## config.mk

```make
export PLATFORM = sky130hd
export DESIGN_NAME = slot_result_ctrl
export DESIGN_NICKNAME = d
export VERILOG_FILES = /design/src/rtl/slot_result_ctrl.sv
export SDC_FILE = /design/constraint.sdc
export NUM_CORES = 1
export LEC_CHECK = 0
export ABC_AREA = 1
export CORE_ASPECT_RATIO = 0.5
export CORE_MARGIN = 4
export CORE_UTILIZATION = 61
export CTS_CLUSTER_SIZE = 24
export DETAILED_ROUTE_END_ITERATION = 10
export PLACE_DENSITY = 0.86
export SYNTH_ARGS = -nofsm -noshare
export SYNTH_HDL_FRONTEND = slang
export SYNTH_SLANG_ARGS = --single-unit
```

## constraint.sdc

```tcl
create_clock -name clk -period 8.16 [get_ports clk]
set_input_delay 1.632 -clock clk [delete_from_list [all_inputs] [get_ports clk]]
set_output_delay 1.632 -clock clk [all_outputs]
set_load 0.02 [all_outputs]
```

## src/rtl/slot_result_ctrl.sv

```systemverilog
// ============================================================================
// slot_result_ctrl
// ----------------------------------------------------------------------------
// Slot-machine result controller. A spin press costs one credit, then each
// reel's value is captured as that reel reports stopped. Once all four are
// captured, the payout is scored and added to the credit balance, saturating
// at 255. The four captured reels are shown on a multiplexed, active-low,
// 4-digit 7-segment display.
//
// Ports
//   clk          in   system clock; all state changes on the rising edge
//   reset        in   asynchronous, active-high reset
//   spin         in   level; 1 = player holds spin, 0 = released
//   reel_stop    in   [3:0] bit i goes high once reel i+1 has stopped
//   reel_num1..4 in   [3:0] current value of reels 1..4
//   seg          out  [6:0] active-low segments {g,f,e,d,c,b,a}
//   an           out  [3:0] active-low anodes, an[3] = reel 1, an[0] = reel 4
//   score        out  [3:0] payout of the last completed spin
//   score_valid  out  score holds the result of a completed spin
//   credits      out  [7:0] current credit balance
//   busy         out  high in SPIN and SCORE
//
// Parameters
//   REFRESH_DIV   clk cycles per display digit slot
//   INIT_CREDITS  credit balance loaded at reset (8-bit)
//   BLINK_DIV     clk cycles per blink half-period (SLOT_BLINK_EN only)
//
// Build option
//   SLOT_BLINK_EN  when defined, a payout of 4 or more blinks the display in
//                  SHOW. The first half-period is lit.
// ============================================================================
module slot_result_ctrl #(
    parameter int unsigned REFRESH_DIV  = 50000,
    parameter int unsigned INIT_CREDITS = 10,
    parameter int unsigned BLINK_DIV    = 12500000
) (
    input  logic       clk,
    input  logic       reset,
    input  logic       spin,
    input  logic [3:0] reel_stop,
    input  logic [3:0] reel_num1,
    input  logic [3:0] reel_num2,
    input  logic [3:0] reel_num3,
    input  logic [3:0] reel_num4,
    output logic [6:0] seg,
    output logic [3:0] an,
    output logic [3:0] score,
    output logic       score_valid,
    output logic [7:0] credits,
    output logic       busy
);

    // Divider values of zero would make the counters meaningless.
    if (REFRESH_DIV < 1) begin : g_bad_refresh
        $error("REFRESH_DIV must be at least 1");
    end
    if (BLINK_DIV < 1) begin : g_bad_blink
        $error("BLINK_DIV must be at least 1");
    end

    localparam int DIV_W = (REFRESH_DIV > 1) ? $clog2(REFRESH_DIV) : 1;
    localparam logic [DIV_W-1:0] DIV_LAST = DIV_W'(REFRESH_DIV - 1);

    typedef enum logic [1:0] {
        IDLE  = 2'd0,
        SPIN  = 2'd1,
        SCORE = 2'd2,
        SHOW  = 2'd3
    } state_t;

    state_t           state_q;
    logic [7:0]       credits_q;
    logic [3:0]       score_q;
    logic             score_valid_q;
    logic [3:0][3:0]  dig_q;        // dig_q[i] holds reel i+1
    logic [3:0]       vld_q;        // digit i has been captured this spin
    logic             spin_q;       // previous spin level, for edge detect
    logic [3:0]       stop_q;       // previous reel_stop, for edge detect

    logic [DIV_W-1:0] div_q, div_d;
    logic [1:0]       idx_q, idx_d; // scan index; 3 drives an[3] (reel 1)

    logic [3:0][3:0]  nums;
    logic [3:0]       stop_rise;
    logic             spin_rise;
    logic [3:0]       score_nxt;
    logic [8:0]       credit_sum;

    assign nums      = {reel_num4, reel_num3, reel_num2, reel_num1};
    assign stop_rise = reel_stop & ~stop_q;
    assign spin_rise = spin & ~spin_q;

    // Six pairwise comparisons classify the multiplicity uniquely:
    // four equal = 6 matches, three equal = 3, two pairs = 2, one pair = 1.
    function automatic logic [3:0] score_of(input logic [3:0][3:0] d);
        logic [2:0] m;
        m = 3'(d[0] == d[1]) + 3'(d[0] == d[2]) + 3'(d[0] == d[3])
          + 3'(d[1] == d[2]) + 3'(d[1] == d[3]) + 3'(d[2] == d[3]);
        case (m)
            3'd6:    score_of = 4'd8;
            3'd3:    score_of = 4'd4;
            3'd2:    score_of = 4'd2;
            3'd1:    score_of = 4'd1;
            default: score_of = 4'd0;
        endcase
    endfunction

    assign score_nxt  = score_of(dig_q);
    assign credit_sum = {1'b0, credits_q} + {5'd0, score_nxt};

`ifdef SLOT_BLINK_EN
    localparam int BLK_W = (BLINK_DIV > 1) ? $clog2(BLINK_DIV) : 1;
    localparam logic [BLK_W-1:0] BLK_LAST = BLK_W'(BLINK_DIV - 1);
    logic [BLK_W-1:0] blk_cnt_q;
    logic             blk_off_q;    // 1 = current half-period is blanked
`endif

    // ------------------------------------------------------------------
    // Control FSM
    // ------------------------------------------------------------------
    always_ff @(posedge clk or posedge reset) begin
        if (reset) begin
            state_q       <= IDLE;
            credits_q     <= 8'(INIT_CREDITS);
            score_q       <= 4'd0;
            score_valid_q <= 1'b0;
            dig_q         <= '0;
            vld_q         <= 4'd0;
            spin_q        <= 1'b0;
            stop_q        <= 4'd0;
`ifdef SLOT_BLINK_EN
            blk_cnt_q     <= '0;
            blk_off_q     <= 1'b0;
`endif
        end else begin
            spin_q <= spin;
            stop_q <= reel_stop;
            case (state_q)
                IDLE: begin
                    if (spin_rise && credits_q != 8'd0) begin
                        state_q       <= SPIN;
                        credits_q     <= credits_q - 8'd1;
                        vld_q         <= 4'd0;
                        score_valid_q <= 1'b0;
                    end
                end
                SPIN: begin
                    if (&vld_q) begin
                        state_q <= SCORE;
                    end else begin
                        // Reels stopping in the same cycle all latch together.
                        for (int i = 0; i < 4; i++) begin
                            if (stop_rise[i]) begin
                                dig_q[i] <= nums[i];
                                vld_q[i] <= 1'b1;
                            end
                        end
                        // Abandoned spin: no refund, partial digits stay shown.
                        if (!spin) state_q <= IDLE;
                    end
                end
                SCORE: begin
                    score_q       <= score_nxt;
                    score_valid_q <= 1'b1;
                    credits_q     <= credit_sum[8] ? 8'hFF : credit_sum[7:0];
                    state_q       <= SHOW;
`ifdef SLOT_BLINK_EN
                    blk_cnt_q     <= '0;
                    blk_off_q     <= 1'b0;
`endif
                end
                SHOW: begin
                    if (!spin) state_q <= IDLE;
`ifdef SLOT_BLINK_EN
                    if (blk_cnt_q == BLK_LAST) begin
                        blk_cnt_q <= '0;
                        blk_off_q <= ~blk_off_q;
                    end else begin
                        blk_cnt_q <= blk_cnt_q + 1'b1;
                    end
`endif
                end
                default: state_q <= IDLE;
            endcase
        end
    end

    assign score       = score_q;
    assign score_valid = score_valid_q;
    assign credits     = credits_q;
    assign busy        = (state_q == SPIN) || (state_q == SCORE);

    // ------------------------------------------------------------------
    // Display scan: the index walks 3->2->1->0 so reel 1 comes first
    // ------------------------------------------------------------------
    always_comb begin
        div_d = div_q + 1'b1;
        idx_d = idx_q;
        if (div_q == DIV_LAST) begin
            div_d = '0;
            idx_d = idx_q - 2'd1;
        end
    end

    always_ff @(posedge clk or posedge reset) begin
        if (reset) begin
            div_q <= '0;
            idx_q <= 2'd3;
        end else begin
            div_q <= div_d;
            idx_q <= idx_d;
        end
    end

    function automatic logic [6:0] hex7(input logic [3:0] v);
        case (v)
            4'h0: hex7 = 7'h40;  4'h1: hex7 = 7'h79;
            4'h2: hex7 = 7'h24;  4'h3: hex7 = 7'h30;
            4'h4: hex7 = 7'h19;  4'h5: hex7 = 7'h12;
            4'h6: hex7 = 7'h02;  4'h7: hex7 = 7'h78;
            4'h8: hex7 = 7'h00;  4'h9: hex7 = 7'h10;
            4'hA: hex7 = 7'h08;  4'hB: hex7 = 7'h03;
            4'hC: hex7 = 7'h46;  4'hD: hex7 = 7'h21;
            4'hE: hex7 = 7'h06;  default: hex7 = 7'h0E;
        endcase
    endfunction

    logic [1:0] dsel;
    assign dsel = 2'd3 - idx_q;

    always_comb begin
        seg = vld_q[dsel] ? hex7(dig_q[dsel]) : 7'h7F;
        an  = ~(4'b0001 << idx_q);
`ifdef SLOT_BLINK_EN
        if (state_q == SHOW && score_q >= 4'd4 && blk_off_q) an = 4'hF;
`endif
    end

endmodule

```

# After elaboration in Yosys (flattened, before gate mapping)
# Memory sizes are Yosys's and may differ from the RTL's.
# Index checks and enable logic that the tools add are counted.
# totals
reg_bits,58
rom_bits,112
in_bits,23
word_cells,94
n_memories,1
# op_classes
add_sub_neg,10
magnitude_cmp,1
eq_ne,20
n_shift,1
mux,23
n_bitwise,6
reduce_logical,16
# memory_table
memory,depth,width,rd,rd_ports_with_merged_regs,wr,line,text
(no name shown),16,7,1,0,0,216,case (v)
# op_table
cell,n
4-bit == test,6
4-bit AND reduction,5
"16-bit by 1-bit adder with 16-bit output, second input constant",1
"16-bit == test, second input constant",1
16-bit two-way mux,1
8-bit two-way mux,2
4-bit one-hot mux with 4 select lines,1
8-bit one-hot mux with 2 select lines,1
4-bit two-way mux,3
"2-bit inequality test, second input constant",6
3-bit AND reduction,4
3-bit by 1-bit adder with 3-bit output,3
8-bit by 4-bit adder with 9-bit output,1
4-bit binary-select mux with 2-bit select,1
4-bit inverter,2
2-bit one-hot mux with 4 select lines,1
4-bit one-hot mux with 2 select lines,1
8-bit nonzero test,1
"8-bit by 1-bit subtractor with 8-bit output, second input constant",1
7-bit two-way mux,1
"3-bit by 2-bit == test with 1-bit output, second input constant",2
1-bit two-way mux,6
2-bit two-way mux,3
4-bit bitwise AND,1
other kinds (19),22

# Longest topological paths before layout
# Gate-level depths: netlist of the first run.
# logic_depth
ltp_word,11
ltp_mapped,25
ltp_nobuf,24

# Worst setup path after synthesis of the first run
# Ideal clock, no wire load.
# synth_path
path_type,reg2reg
start,register dig_q[9] in the netlist's numbering
end,register credits_q[6] (netlist: credits[6])
setup_ns,0.117
arrival_ns,4.095
slack_ns,3.947
stages_incl_launch_ff,23
cell_sequence,dfrtp_1 -> or2_2 -> a221oi_1 -> fa_1 -> inv_1 -> fa_1 -> inv_1 -> ha_1 -> inv_1 -> fa_1 -> nand2_1 -> nor2_1 -> ha_1 -> inv_1 -> fa_1 -> inv_1 -> nand3_1 -> nand2_1 -> nand3_1 -> nand2_1 -> nand2_1 -> nand3_1 -> nand2_1
# synth_via
elab_chain_cells,11
word_cells_on_any_way,16
classes_between,6 x add/sub; 7 x eq/ne; 3 x mux
# synth_rtl
element,line,text
"start, declared",75,logic [3:0][3:0] dig_q;
"start signal, assigned by index",154,dig_q[i] <= nums[i];
4-bit == test,97,m = 3'(d[0] == d[1]) + 3'(d[0] == d[2]) + 3'(d[0] == d[3])
1-bit by 1-bit adder with 2-bit output,97,
2-bit by 1-bit adder with 3-bit output,97,
3-bit by 1-bit adder with 3-bit output (2 in a row),98,+ 3'(d[1] == d[2]) + 3'(d[1] == d[3]) + 3'(d[2] == d[3]);
3-bit by 1-bit adder with 3-bit output *,98,
3-bit by 1-bit == test with 1-bit output (tied with other cells),99,case (m)
4-bit one-hot mux with 4 select lines *,99,
via score_nxt[0],86,logic [3:0] score_nxt;
8-bit by 4-bit adder with 9-bit output *,109,"assign credit_sum = {1'b0, credits_q} + {5'd0, score_nxt};"
8-bit two-way mux *,165,credits_q <= credit_sum[8] ? 8'hFF : credit_sum[7:0];
8-bit one-hot mux with 2 select lines *,138,case (state_q)
"end signal, assigned",124,credits_q <= 8'(INIT_CREDITS);
"end signal, assigned",142,credits_q <= credits_q - 8'd1;
"end signal, assigned",165,
"end, declared",72,logic [7:0] credits_q;
# The timed path passes the listed nets; every way through them passes the cells marked *.
# A chain may end at the register's enable or synchronous reset.

# Final worst setup path of the first run
# Same ends and word-level chain as after synthesis.

==> run summary, run 1 <==
VDD IR max -> 0.000194 V
Relative slew slack -> 51.3%
Ys async rst share -> 100%
Via Count -> 3720
Aggregate negative setup slack -> 0 ns
Footprint of the multi-input gates -> 2260 um2
Hold-fix buffers at CTS -> 0
DRC violations left -> 0
Most frequent CP cell -> nand2_1
First-pass iteration count of the detailed router -> 6
Share of post-route cells with drive strength above 1 -> 8.02%
Die footprint -> 8230 um2
Post-DP HPWL -> 6960 um
Sequential share of the synthesized area -> 35.3%
TritonCTS clock tree -> built
Number of enable-type register cells in the synthesized netlist -> 0
Routed length per instance -> 13.7 um
Synthesized instance count -> 562
Crit path kind -> reg2reg
Startpoint kind of the worst setup timing path -> register
Num CTS Buffers -> 9
Run status -> completed
Wire length of the first global-routing pass -> 16500 um
Final hold violation count -> 0
Flop and latch count out of synthesis -> 58
Critical path depth -> 23
Flip-flop and latch area -> 1460 um2
Number of max-capacitance violations reported -> 0
# rows -> 20
Final slew viol count -> 0
Diodes inserted -> 0
Final wirelength -> 9600 um
Power Dens Cells -> 352 nW/um2
Setup violation total in the final timing report -> 0
Portion of the clock cycle consumed by the worst path in the final layout -> 58.8%
Latest clock arrival within the worst-skew pair -> 0.33 ns
Area of all placed cells without fillers -> 4910 um2
Classification of the worst-slack hold path -> reg2reg
Mapped cell area -> 4130 um2
Longest Clk Path Bufs -> 2
Worst Path Required -> 8.43 ns
Routed via count divided by cell count -> 5.32
Final Critical Period -> 4.80 ns
Delay of the slowest cell on the worst path -> 0.58 ns
Number of nets still failing antenna checks after routing -> 0
Endpoint arrival time on the critical path -> 5.07 ns
Crit Path Max Fanout -> 6
Endpoint type of the worst setup path -> register
Cell with the largest stage delay on the worst path -> fa_1
Worst hold path cell count -> 1
Tightest Pin Transition -> 0.730 ns
Mapped Nets -> 611
Layout area overhead -> 19.0%
Placer congestion estimate -> 0.948
IO Pins -> 48
Number of clock sinks -> 58
Cell at the root of the clock tree -> clkbuf_16
Synthesized area per cell -> 7.35 um2
Count of synthesis-stage warnings from yosys -> 0
Setup repair after global routing missed its margin -> no
Worst Reg2Reg Path Length in Cells -> 23
Largest net degree at the start of global routing -> 59
Vertical die dimension -> 66.2 um
Drt initial violations -> 363
Post-synthesis cell type count -> 44
Initial core utilization -> 65.5%
Top library cells by usage in the layout, fill and taps aside -> nand2_1, inv_1, dfrtp_1
Post-route clock skew -> 0.00545 ns
Placement-stage cell area -> 4630 um2
Number of antenna violations at the first check in global routing -> 0
Chain of cells forming the critical path -> or2_2, a221oi_1, fa_1, inv_1, fa_1, inv_1, ha_1, inv_1, fa_1, nand2_1, nor2_1, ha_1, inv_1, fa_1, inv_1, nand3_1, nand2_1, nand2_1, nand2_1, nand2_1, nand2_1, nand3_1, nand2_1
Critical path buffer and inverter count -> 5
Number of fillers in the final layout -> 472
Clock transition at the registers of the reported paths -> 0.05 ns
Number of global-route vias before repair -> 3540
Net count of the finished layout -> 656
Top delay family on crit path -> adder cells
Input/output buffers -> 47
Commonest non-fill, non-tap cell in the layout -> nand2_1
Count of cells resized by post-cts repair -> 0
Std-Cell Core Area -> 6310 um2
Most used DFF post-synth -> dfrtp_1
Overflow after GRT -> 0
Achievable clock frequency -> 0.208 GHz
Leakage power of the design -> 2.44 nW
Horiz. Die Dim -> 124 um
H-tree lvl count -> 3
Count of buffers added by post-CTS timing repair for setup -> 0
Overall Global Routing Usage -> 25.4%
==> power by group <==
group | switching (W) | internal, W
registers | 0.000124 | 0.000362
logic | 0.000511 | 0.000368
clock network | 0.000125 | 0.000241
total | 0.000760 | 0.000972
==> path summary, 6_finish.rpt <==
| check | endpoint | from | slack [ns] |
|---|---|---|---|
| max in group asynchronous | div_q[1] | reset | 5.85 |
| hold / removal | div_q[0] | div_q[0] | 0.46 |
| min in group asynchronous | credits[7] | reset | 1.83 |
| hold reg to reg | div_q[0] | div_q[0] | 0.46 |
| setup reg to reg | credits[6] | dig_q[9] | 3.36 |
| setup / recovery | credits[6] | dig_q[9] | 3.36 |
==> cell families after synthesis <==
family | synth area share [%]
simple gates | 32.6
compound gates | 6.85
xor+xnor | 6.57
buf+inv | 10.1
fa+ha+maj | 8.60
flops | 35.3
==> through the flow <==
step | hold slack, ns | cells | util (%) | setup WS, ns | power [W]
finish | 0.460 | 699 | 77.9 | 3.36 | 0.00173
CTS | 0.460 | 699 | 77.9 | 3.41 | 0.00173
floorplan | 0.432 | 562 | - | 3.95 | 0.00111
global route | 0.479 | 699 | 77.9 | 3.12 | 0.00187
detailed placement | 0.454 | 684 | 73.4 | 3.56 | 0.00134
global placement | 0.454 | 684 | 73.4 | 3.74 | 0.00132
==> cells in the mapped netlist (2+ instances only) <==
cell        n  share of area, %
nand2_1   181                16
inv_1      76               6.9
dfrtp_1    54                33
nor2_1     45               4.1
nand3_1    41               5.0
ha_1       22               6.7
o21ai_0    17               2.1
xnor2_1    17               3.6
xor2_1     14               3.0
a21oi_1    11               1.3
nand4_1     9               1.4
clkbuf_2    6              0.73
nor3_1      6              0.73
o21ai_1     5              0.61
dfstp_2     4               2.5
fa_1        4               1.9
nand2_4     4               1.1
o211ai_1    4              0.73
or2_2       4              0.61
a221oi_1    3              0.64
clkbuf_1    3              0.27
inv_2       3              0.27
nand3_2     3              0.73
buf_6       2              0.55
inv_4       2              0.30
inv_6       2              0.42
nand2_2     2              0.30
nor2_2      2              0.30
==> layout make-up <==
type / instances / area share (%)
multi-input cells: 407 / 45.9
flip-flops and latches: 58 / 29.6
repair buffers: 48 / 9.73
inverters: 83 / 6.65
clock buffers: 12 / 5.02
well taps: 88 / 2.24
clock inverters: 3 / 0.815
==> state kept, by name (all words and copies together) (netlist names) <==
register,flops
div_q,16
dig_q,16
idx_q,2
spin_q,1
score,4
stop_q,4
credits,8
vld_q,4
state_q,2
score_valid,1
==> layer usage <==
layer / vias to the layer above / track usage, % / share of wire [%]
met1: 1731 / 32.0 / 45
met4: 0 / 6.56 / 1.0
met3: 11 / 7.02 / 6.1
met2: 133 / 44.0 / 48
li1: 1845 / - / -
met5: - / 0 / 0
Note: power is estimated with default switching activity, not from simulation.
==> run 2: changes to the inputs <==
--- a/config.mk
+++ b/config.mk
@@ -8,10 +8,10 @@
 export ABC_AREA = 1
 export CORE_ASPECT_RATIO = 0.5
 export CORE_MARGIN = 4
-export CORE_UTILIZATION = 61
+export CORE_UTILIZATION = 51
 export CTS_CLUSTER_SIZE = 24
 export DETAILED_ROUTE_END_ITERATION = 10
-export PLACE_DENSITY = 0.86
+export PLACE_DENSITY = 0.77
 export SYNTH_ARGS = -nofsm -noshare
 export SYNTH_HDL_FRONTEND = slang
 export SYNTH_SLANG_ARGS = --single-unit
==> constraint.sdc (replaced) <==
create_clock -name clk -period 4.31 [get_ports clk]
set_input_delay 0.862 -clock clk [delete_from_list [all_inputs] [get_ports clk]]
set_output_delay 0.862 -clock clk [all_outputs]
set_load 0.02 [all_outputs]
==> run 2 against run 1 <==
Effect of this change: the run now ends with negative setup slack left; sequential share of layout area shrank 2.5 points; sequential cell count is the same; clock power grew 110%; fmax grew 11%; first-iteration DRC count shrank 25%; non-clock buffer count grew 29; die area grew 18%; total power grew 130%; via count grew 2.8%; highest routed layer unchanged; critical path depth shrank 2.
==> run summary, run 2 (synthesis gave the netlist of run 1 again) <==
Clock transition at the registers of the reported paths -> 0.05 ns (about the same)
H-tree lvl count -> 3 (unchanged)
Diodes inserted -> 0 (unchanged)
Relative slew slack -> 51.4% (+0.071 points)
Footprint of the multi-input gates -> 2430 um2 (+7.6%)
Layout area overhead -> 30.0%
Routed length per instance -> 14.1 um (+3.0%)
Drt initial violations -> 273 (-25%)
Internal Dissipation -> 0.00223 W (+130%)
# rows -> 22 (+10%)
Proportion of power drawn by flip-flops and latches -> 22.8% (-5.3 points)
Net count of the finished layout -> 685 (+4.4%)
Capturing point of the worst reg2reg path -> credits[2]
Horiz. Die Dim -> 135 um (+8.8%)
Proportion of power drawn by the clock network -> 19.2% (-2.0 points)
Achievable clock frequency -> 0.231 GHz (+11%)
Delay of the slowest cell on the worst path -> 0.57 ns (about the same)
Num CTS Buffers -> 9 (unchanged)
R2R setup slack -> -0.02 ns (-3.39 ns)
Worst Reg2Reg Path Length in Cells -> 21 (-8.7%)
Post-DP HPWL -> 7250 um (+4.1%)
Final hold violation count -> 0 (unchanged)
Number of global-route vias before repair -> 3730 (+5.4%)
Crit Path Max Fanout -> 4 (-2)
Aggregate negative setup slack -> -0.0245 ns (-0.0245 ns)
Top library cells by usage in the layout, fill and taps aside -> nand2_1, inv_1, dfrtp_1
Portion of the clock cycle consumed by the worst path in the final layout -> 101% (+42 points)
Vertical die dimension -> 71.6 um (+8.2%)
Chain of cells forming the critical path -> buf_4, xor2_1, nor4_4, fa_1, inv_2, fa_1, inv_1, ha_2, inv_2, fa_2, nand2_2, nor2_4, ha_4, inv_2, fa_2, buf_4, buf_4, xor2_2, nand2_1, nand3_1, nand2_1
DRC violations left -> 0 (unchanged)
Cell with the largest stage delay on the worst path -> fa_2
Final Critical Period -> 4.33 ns (-0.463 ns)
Std-Cell Core Area -> 7600 um2 (+20%)
Number of fillers in the final layout -> 603 (+28%)
Largest net degree at the start of global routing -> 36 (-39%)
Endpoint of the worst hold path -> div_q[0]
Setup violation total in the final timing report -> 1 (+1)
Longest Clk Path Bufs -> 2 (unchanged)
Setup repair after global routing missed its margin -> yes
Commonest non-fill, non-tap cell in the layout -> nand2_1
Number of max-capacitance violations reported -> 0 (unchanged)
Pre-CTS setup slack -> -0.192 ns (-3.75 ns)
Placer congestion estimate -> 0.960 (+1.3%)
Tightest Pin Transition -> 0.728 ns (-0.00212 ns)
Crit path kind -> reg2reg
Top delay family on crit path -> adder cells
Final wirelength -> 10600 um (+10%)
Initial core utilization -> 54.4% (-11 points)
Endpoint type of the worst setup path -> register
Classification of the worst-slack hold path -> reg2reg
Via Count -> 3826 (+2.8%)
Startpoint kind of the worst setup timing path -> register
Endpoint arrival time on the critical path -> 4.55 ns (-0.52 ns)
Share of post-route cells with drive strength above 1 -> 16.8% (+8.8 points)
Overflow after GRT -> 0 (unchanged)
Latest clock arrival within the worst-skew pair -> 0.33 ns (about the same)
Switching power -> 0.00169 W (+120%)
Worst reg2reg startpoint -> dig_q[9]
Worst setup margin -> -0.0245 ns (-3.39 ns)
Number of clock sinks -> 58 (unchanged)
Routed via count divided by cell count -> 5.11 (-4.0%)
Number of nets still failing antenna checks after routing -> 0 (unchanged)
Number of antenna violations at the first check in global routing -> 0 (unchanged)
Cell at the root of the clock tree -> clkbuf_16
First-pass iteration count of the detailed router -> 8 (+2)
Overall Global Routing Usage -> 23.1% (-2.3 points)
Wire length of the first global-routing pass -> 18000 um (+9.3%)
Switching power share of the total -> 43.1% (-0.80 points)
Worst hold path startpoint -> div_q[0]
Logic gate share of total power -> 57.9% (+7.2 points)
TritonCTS clock tree -> built
VDD IR max -> 0.000353 V (+82%)
Power Dens Cells -> 731 nW/um2 (+110%)
Worst hold path cell count -> 1 (unchanged)
Worst Path Required -> 4.53 ns (-3.90 ns)
Violations in the final reports -> negative setup slack
Run status -> finished, violations left
Flip-flop and latch area -> 1460 um2 (about the same)
Die footprint -> 9690 um2 (+18%)
Post-route clock skew -> 0.00989 ns (+0.00444 ns)
Final slew viol count -> 0 (unchanged)
Input/output buffers -> 47 (unchanged)
Leakage power of the design -> 2.62 nW (+7.2%)
Critical path buffer and inverter count -> 7 (+2)
IO Pins -> 48 (unchanged)
-- run 2: power by group through the flow --
stage	Clock (W)	Sequential, W	Combinational, W
5_1_grt	0.000786	0.000915	0.00249
3_5_place_dp	0	0.000884	0.00184
3_3_place_gp	0	0.000881	0.00182
4_1_cts	0.000755	0.000881	0.00206
2_1_floorplan	0	0.000850	0.00125
6_report	0.000755	0.000896	0.00227
-- run 2: what timing repair did --
| item | CTS | global route |
|---|---|---|
| hold endpoints to repair | 0 | 0 |
| hold buffers | 0 | 0 |
| gates resized for setup | 22 | 20 |
| pin swaps | 10 | 18 |
| buffers inserted | 5 | 3 |
| setup endpoints to repair | 8 | 8 |
-- run 2: final cells by class --
class | count | share of cell area [%]
Inverter | 83 | 6.08
Multi-Input combinational cell | 407 | 45.2
Clock buffer | 15 | 5.36
Sequential cell | 58 | 27.2
Timing Repair Buffer | 77 | 13.1
Tap cell | 108 | 2.52
Clock inverter | 1 | 0.559
-- run 2: worst register-to-register path, cell delays in order, from the launching register on --
cell and delay (ns):
dfrtp_1 0.41, buf_4 0.15, xor2_1 0.16, nor4_4 0.28
fa_1 0.48, inv_2 0.08, fa_1 0.42, inv_1 0.08
ha_2 0.17, inv_2 0.04, fa_2 0.57, nand2_2 0.08
nor2_4 0.13, ha_4 0.15, inv_2 0.04, fa_2 0.34
buf_4 0.14, buf_4 0.13, xor2_2 0.18, nand2_1 0.09
nand3_1 0.07, nand2_1 0.05
-- run 2: worst max-delay path by stage --
stage          slack, ns  cells after the start     start         end
2_1_floorplan        0.1                     22  dig_q[9]  credits[6]
3_3_place_gp       -0.02                     22  dig_q[9]  credits[6]
3_5_place_dp       -0.19                     23  dig_q[5]  credits[6]
4_1_cts            0.004                     23  dig_q[5]  credits[6]
5_1_grt            -0.18                     21  dig_q[9]  credits[2]
6_report           -0.02                     21  dig_q[9]  credits[2]
-- run 2: layer usage --
| layer | track usage [%] | part of all wire, % | vias up |
|---|---|---|---|
| li1 | - | - | 1899 |
| met1 | 31.2 | 44 | 1790 |
| met2 | 37.6 | 48 | 119 |
| met3 | 6.38 | 6.6 | 18 |
| met4 | 4.58 | 1.3 | 0 |
| met5 | 0 | 0 | - |
-- run 2: through the flow --
stage / utilization (%) / power (W) / cells / hold slack, ns / cell area (um2)
floorplan: - / 0.00210 / 562 / 0.432 / 4130
global placement: 63.3 / 0.00270 / 725 / 0.450 / 4810
detailed placement: 63.3 / 0.00273 / 725 / 0.457 / 4810
CTS: 69.2 / 0.00370 / 746 / 0.463 / 5260
global route: 70.7 / 0.00419 / 749 / 0.505 / 5370
finish: 70.7 / 0.00393 / 749 / 0.458 / 5370
==> run 3: changes to the inputs <==
--- a/config.mk
+++ b/config.mk
@@ -5,13 +5,12 @@
 export SDC_FILE = /design/constraint.sdc
 export NUM_CORES = 1
 export LEC_CHECK = 0
-export ABC_AREA = 1
 export CORE_ASPECT_RATIO = 0.5
 export CORE_MARGIN = 4
-export CORE_UTILIZATION = 51
+export CORE_UTILIZATION = 50
 export CTS_CLUSTER_SIZE = 24
 export DETAILED_ROUTE_END_ITERATION = 10
-export PLACE_DENSITY = 0.77
+export PLACE_DENSITY = 0.76
 export SYNTH_ARGS = -nofsm -noshare
 export SYNTH_HDL_FRONTEND = slang
 export SYNTH_SLANG_ARGS = --single-unit
==> run 3 against run 2 <==
Effect of this change: the run still ends with negative setup slack left; combinational power hardly changed; routed wire length is 9.5% lower; die area is 7.6% lower; utilization is 0.43 points higher; clock-buffer cell count is 3 lower; fmax is 7.6% lower; via count is 19% lower; largest cell class unchanged; largest power group unchanged.
==> run summary, run 3 <==
Run status -> finished, violations left
Violations in the final reports -> negative setup slack
Ys async rst share -> 100% (unchanged)
Post-DP HPWL -> 6570 um (-9.4%)
Proportion of power drawn by flip-flops and latches -> 23.6% (+0.8 points)
Capturing point of the worst reg2reg path -> credits[1]
R2R setup slack -> -0.38 ns (-0.36 ns)
Pre-CTS setup slack -> -0.286 ns (-0.0935 ns)
Clock transition at the registers of the reported paths -> 0.05 ns (about the same)
Chain of cells forming the critical path -> buf_6, xor2_2, nor4_4, fa_1, inv_2, fa_1, inv_1, ha_2, inv_2, fa_1, and3_4, ha_4, inv_2, fa_2, nand2b_4, o2bb2ai_4, o31a_1, a221o_2, o21ai_2
Crit path kind -> reg2reg
Post-Route Hold Slack -> 0.486 ns (+0.0276 ns)
Most used DFF post-synth -> dfrtp_1
Worst setup margin -> -0.383 ns (-0.359 ns)
Endpoint of the worst hold path -> div_q[0]
Synthesized area per cell -> 10.2 um2 (+38%)
Horiz. Die Dim -> 130 um (-4.0%)
Cell with the largest stage delay on the worst path -> fa_1
Sequential share of the synthesized area -> 39.2% (+3.9 points)
Tightest Pin Transition -> 0.961 ns (+0.233 ns)
Setup violation total in the final timing report -> 8 (+7)
Most frequent cell after synthesis -> dfrtp_1
Worst hold path cell count -> 1 (unchanged)
Placer congestion estimate -> 0.913 (-4.9%)
Worst Path Required -> 4.57 ns (+0.04 ns)
Layout Cells excl Fill -> 534 (-29%)
VDD IR max -> 0.000440 V (+25%)
Post-route clock skew -> 0.00464 ns (-0.00525 ns)
Num CTS Buffers -> 9 (unchanged)
Portion of the clock cycle consumed by the worst path in the final layout -> 109% (+8.3 points)
Startpoint kind of the worst setup timing path -> register
Synthesized instance count -> 365 (-35%)
Net count of the finished layout -> 487 (-29%)
Commonest non-fill, non-tap cell in the layout -> dfrtp_1
Top library cells by usage in the layout, fill and taps aside -> dfrtp_1, clkdlybuf4s50_1, nor2_1
Most frequent cells after synthesis -> dfrtp_1, nor2_1, inv_1
Mapped cell area -> 3710 um2 (-10%)
Routed length per instance -> 18.0 um (+27%)
Flop and latch count out of synthesis -> 58 (unchanged)
Power Dens Cells -> 793 nW/um2 (+8.4%)
Worst reg2reg startpoint -> dig_q[3]
Mapped Nets -> 414 (-32%)
Cell types with the largest area share after synthesis -> dfrtp_1, ha_1, mux2_2
Input/output buffers -> 47 (unchanged)
Initial core utilization -> 53.6% (-0.81 points)
Switching power -> 0.00159 W (-5.8%)
Number of fillers in the final layout -> 469 (-22%)
Drt initial violations -> 326 (+19%)
Final slew viol count -> 0 (unchanged)
Post-synthesis cell type count -> 55 (+25%)
Logic gate share of total power -> 58.4% (+0.5 points)
Number of clock sinks -> 58 (unchanged)
TritonCTS clock tree -> built
DRC violations left -> 0 (unchanged)
Cell at the root of the clock tree -> clkbuf_16
Leading area contributor after synthesis -> dfrtp_1
Routed via count divided by cell count -> 5.82 (+14%)
H-tree lvl count -> 3 (unchanged)
Number of nets still failing antenna checks after routing -> 0 (unchanged)
Std-Cell Core Area -> 6940 um2 (-8.7%)
Latest clock arrival within the worst-skew pair -> 0.32 ns (about the same)
Classification of the worst-slack hold path -> reg2reg
Die footprint -> 8960 um2 (-7.6%)
Footprint of the multi-input gates -> 2280 um2 (-5.9%)
Achievable clock frequency -> 0.213 GHz (-7.6%)
Crit Path Max Fanout -> 4 (unchanged)
Endpoint arrival time on the critical path -> 4.95 ns (+0.40 ns)
Share of post-route cells with drive strength above 1 -> 24.9% (+8.0 points)
Overall Global Routing Usage -> 22.8% (-0.27 points)
Final wirelength -> 9590 um (-9.5%)
Diodes inserted -> 0 (unchanged)
Endpoint type of the worst setup path -> register
Proportion of power drawn by the clock network -> 18.0% (-1.2 points)
Leakage power of the design -> 2.07 nW (-21%)
Via Count -> 3106 (-19%)
Internal Dissipation -> 0.00231 W (+3.6%)
First-pass iteration count of the detailed router -> 4 (-4)
Final Critical Period -> 4.69 ns (+0.359 ns)
Overflow after GRT -> 0 (unchanged)
Total instance count after detailed placement -> 513 (-29%)
Number of global-route vias before repair -> 3221 (-14%)
Relative slew slack -> 35.0% (-16 points)
# rows -> 21 (-4.5%)
Vertical die dimension -> 69.0 um (-3.7%)
Worst hold path startpoint -> div_q[0]
Switching power share of the total -> 40.8% (-2.3 points)
Number of max-capacitance violations reported -> 0 (unchanged)
Wire length of the first global-routing pass -> 15700 um (-13%)
Number of enable-type register cells in the synthesized netlist -> 0 (unchanged)
Largest net degree at the start of global routing -> 45 (+25%)
Setup repair after global routing missed its margin -> yes
Count of synthesis-stage warnings from yosys -> 0 (unchanged)
Longest Clk Path Bufs -> 2 (unchanged)
Number of antenna violations at the first check in global routing -> 0 (unchanged)
Flip-flop and latch area -> 1460 um2 (+0.17%)
Worst Reg2Reg Path Length in Cells -> 19 (-9.5%)
Synth top area share -> 36.4% (+3.7 points)
Layout area overhead -> 32.7%
Delay of the slowest cell on the worst path -> 0.57 ns (about the same)
IO Pins -> 48 (unchanged)
Layout Utilization -> 71.1% (+0.43 points)
Total power -> 0.00391 W (-0.43%)
Final hold violation count -> 0 (unchanged)
run 3: cell count changes after synthesis, moves of 12 or more:
cell and change:
inv_1 -45, mux2_2 +22, nand2_1 -165, nand3_1 -29
nor2_1 -12, xor2_1 +12
run 3: cell type report:
| class | count | share of cell area (%) |
|---|---|---|
| well taps | 92 | 2.33 |
| repair buffers | 71 | 13.3 |
| multi-input cells | 267 | 46.3 |
| flip-flops and latches | 58 | 29.6 |
| clock buffers | 12 | 5.20 |
| inverters | 31 | 2.36 |
| clock inverters | 3 | 0.812 |
run 3: routing by layer:
metal,part of all wire [%],up-vias,global-route usage [%]
met4,1.1,0,8.81
met3,5.8,14,6.77
met2,51,96,39.7
li1,-,1431,-
met1,42,1565,27.2
met5,0,-,0
run 3: cells by family (layout without fill, tap and decap cells):
logic type               count (synthesis)  count (layout)  share of synthesized area (%)
AO/OA/AOI/OAI                           65              65                           12.6
XOR/XNOR                                40              40                           9.43
adder cells (fa/ha/maj)                 26              26                           9.57
flip-flops                              58              58                           39.2
multiplexers                            30              30                           10.5
AND/OR/NAND/NOR                        106             106                           14.4
buffers and inverters                   40             117                           4.31
run 3: worst max-delay path: cells and delay by family, from the launching register on:
| kind | cells | cell delay (ns) |
|---|---|---|
| buffers and inverters | 5 | 0.36 |
| xor gates and xnor gates | 1 | 0.18 |
| DFF | 1 | 0.39 |
| AOI/OAI and AO/OA | 4 | 0.88 |
| adders and majority gates | 6 | 2.11 |
| and+or+nand+nor | 3 | 0.69 |
run 3: repair_timing:
action                     in CTS  in global routing
gates cloned                    0                  0
gates resized for setup        17                 18
setup endpoints to repair       8                  8
pin swaps                      12                 13
buffers inserted                5                  1
hold buffers                    0                  0
run 3: per-stage QoR:
step	TNS, ns	cell area, um2
2_1_floorplan	-0.143	3750
3_3_place_gp	-0.211	4430
3_5_place_dp	-1.30	4430
4_1_cts	-1.26	4830
5_1_grt	-3.64	4930
6_report	-2.07	4930
run 3: worst max path at each step:
stage,start,to,cells past startpoint
final,dig_q[3],credits[1],19
after global placement,dig_q[5],credits[1],18
after CTS,dig_q[3],credits[1],19
after global routing,dig_q[3],credits[1],19
after floorplan,dig_q[3],credits[1],18
after detailed placement,dig_q[5],credits[1],18
run 3: power groups by stage:
stage,registers (W),clock network [W],logic (W)
after floorplan,0.000890,0,0.00117
after global placement,0.000891,0,0.00173
after detailed placement,0.000905,0,0.00182
after CTS,0.000907,0.000715,0.00203
after global routing,0.000941,0.000744,0.00247
final,0.000923,0.000703,0.00228
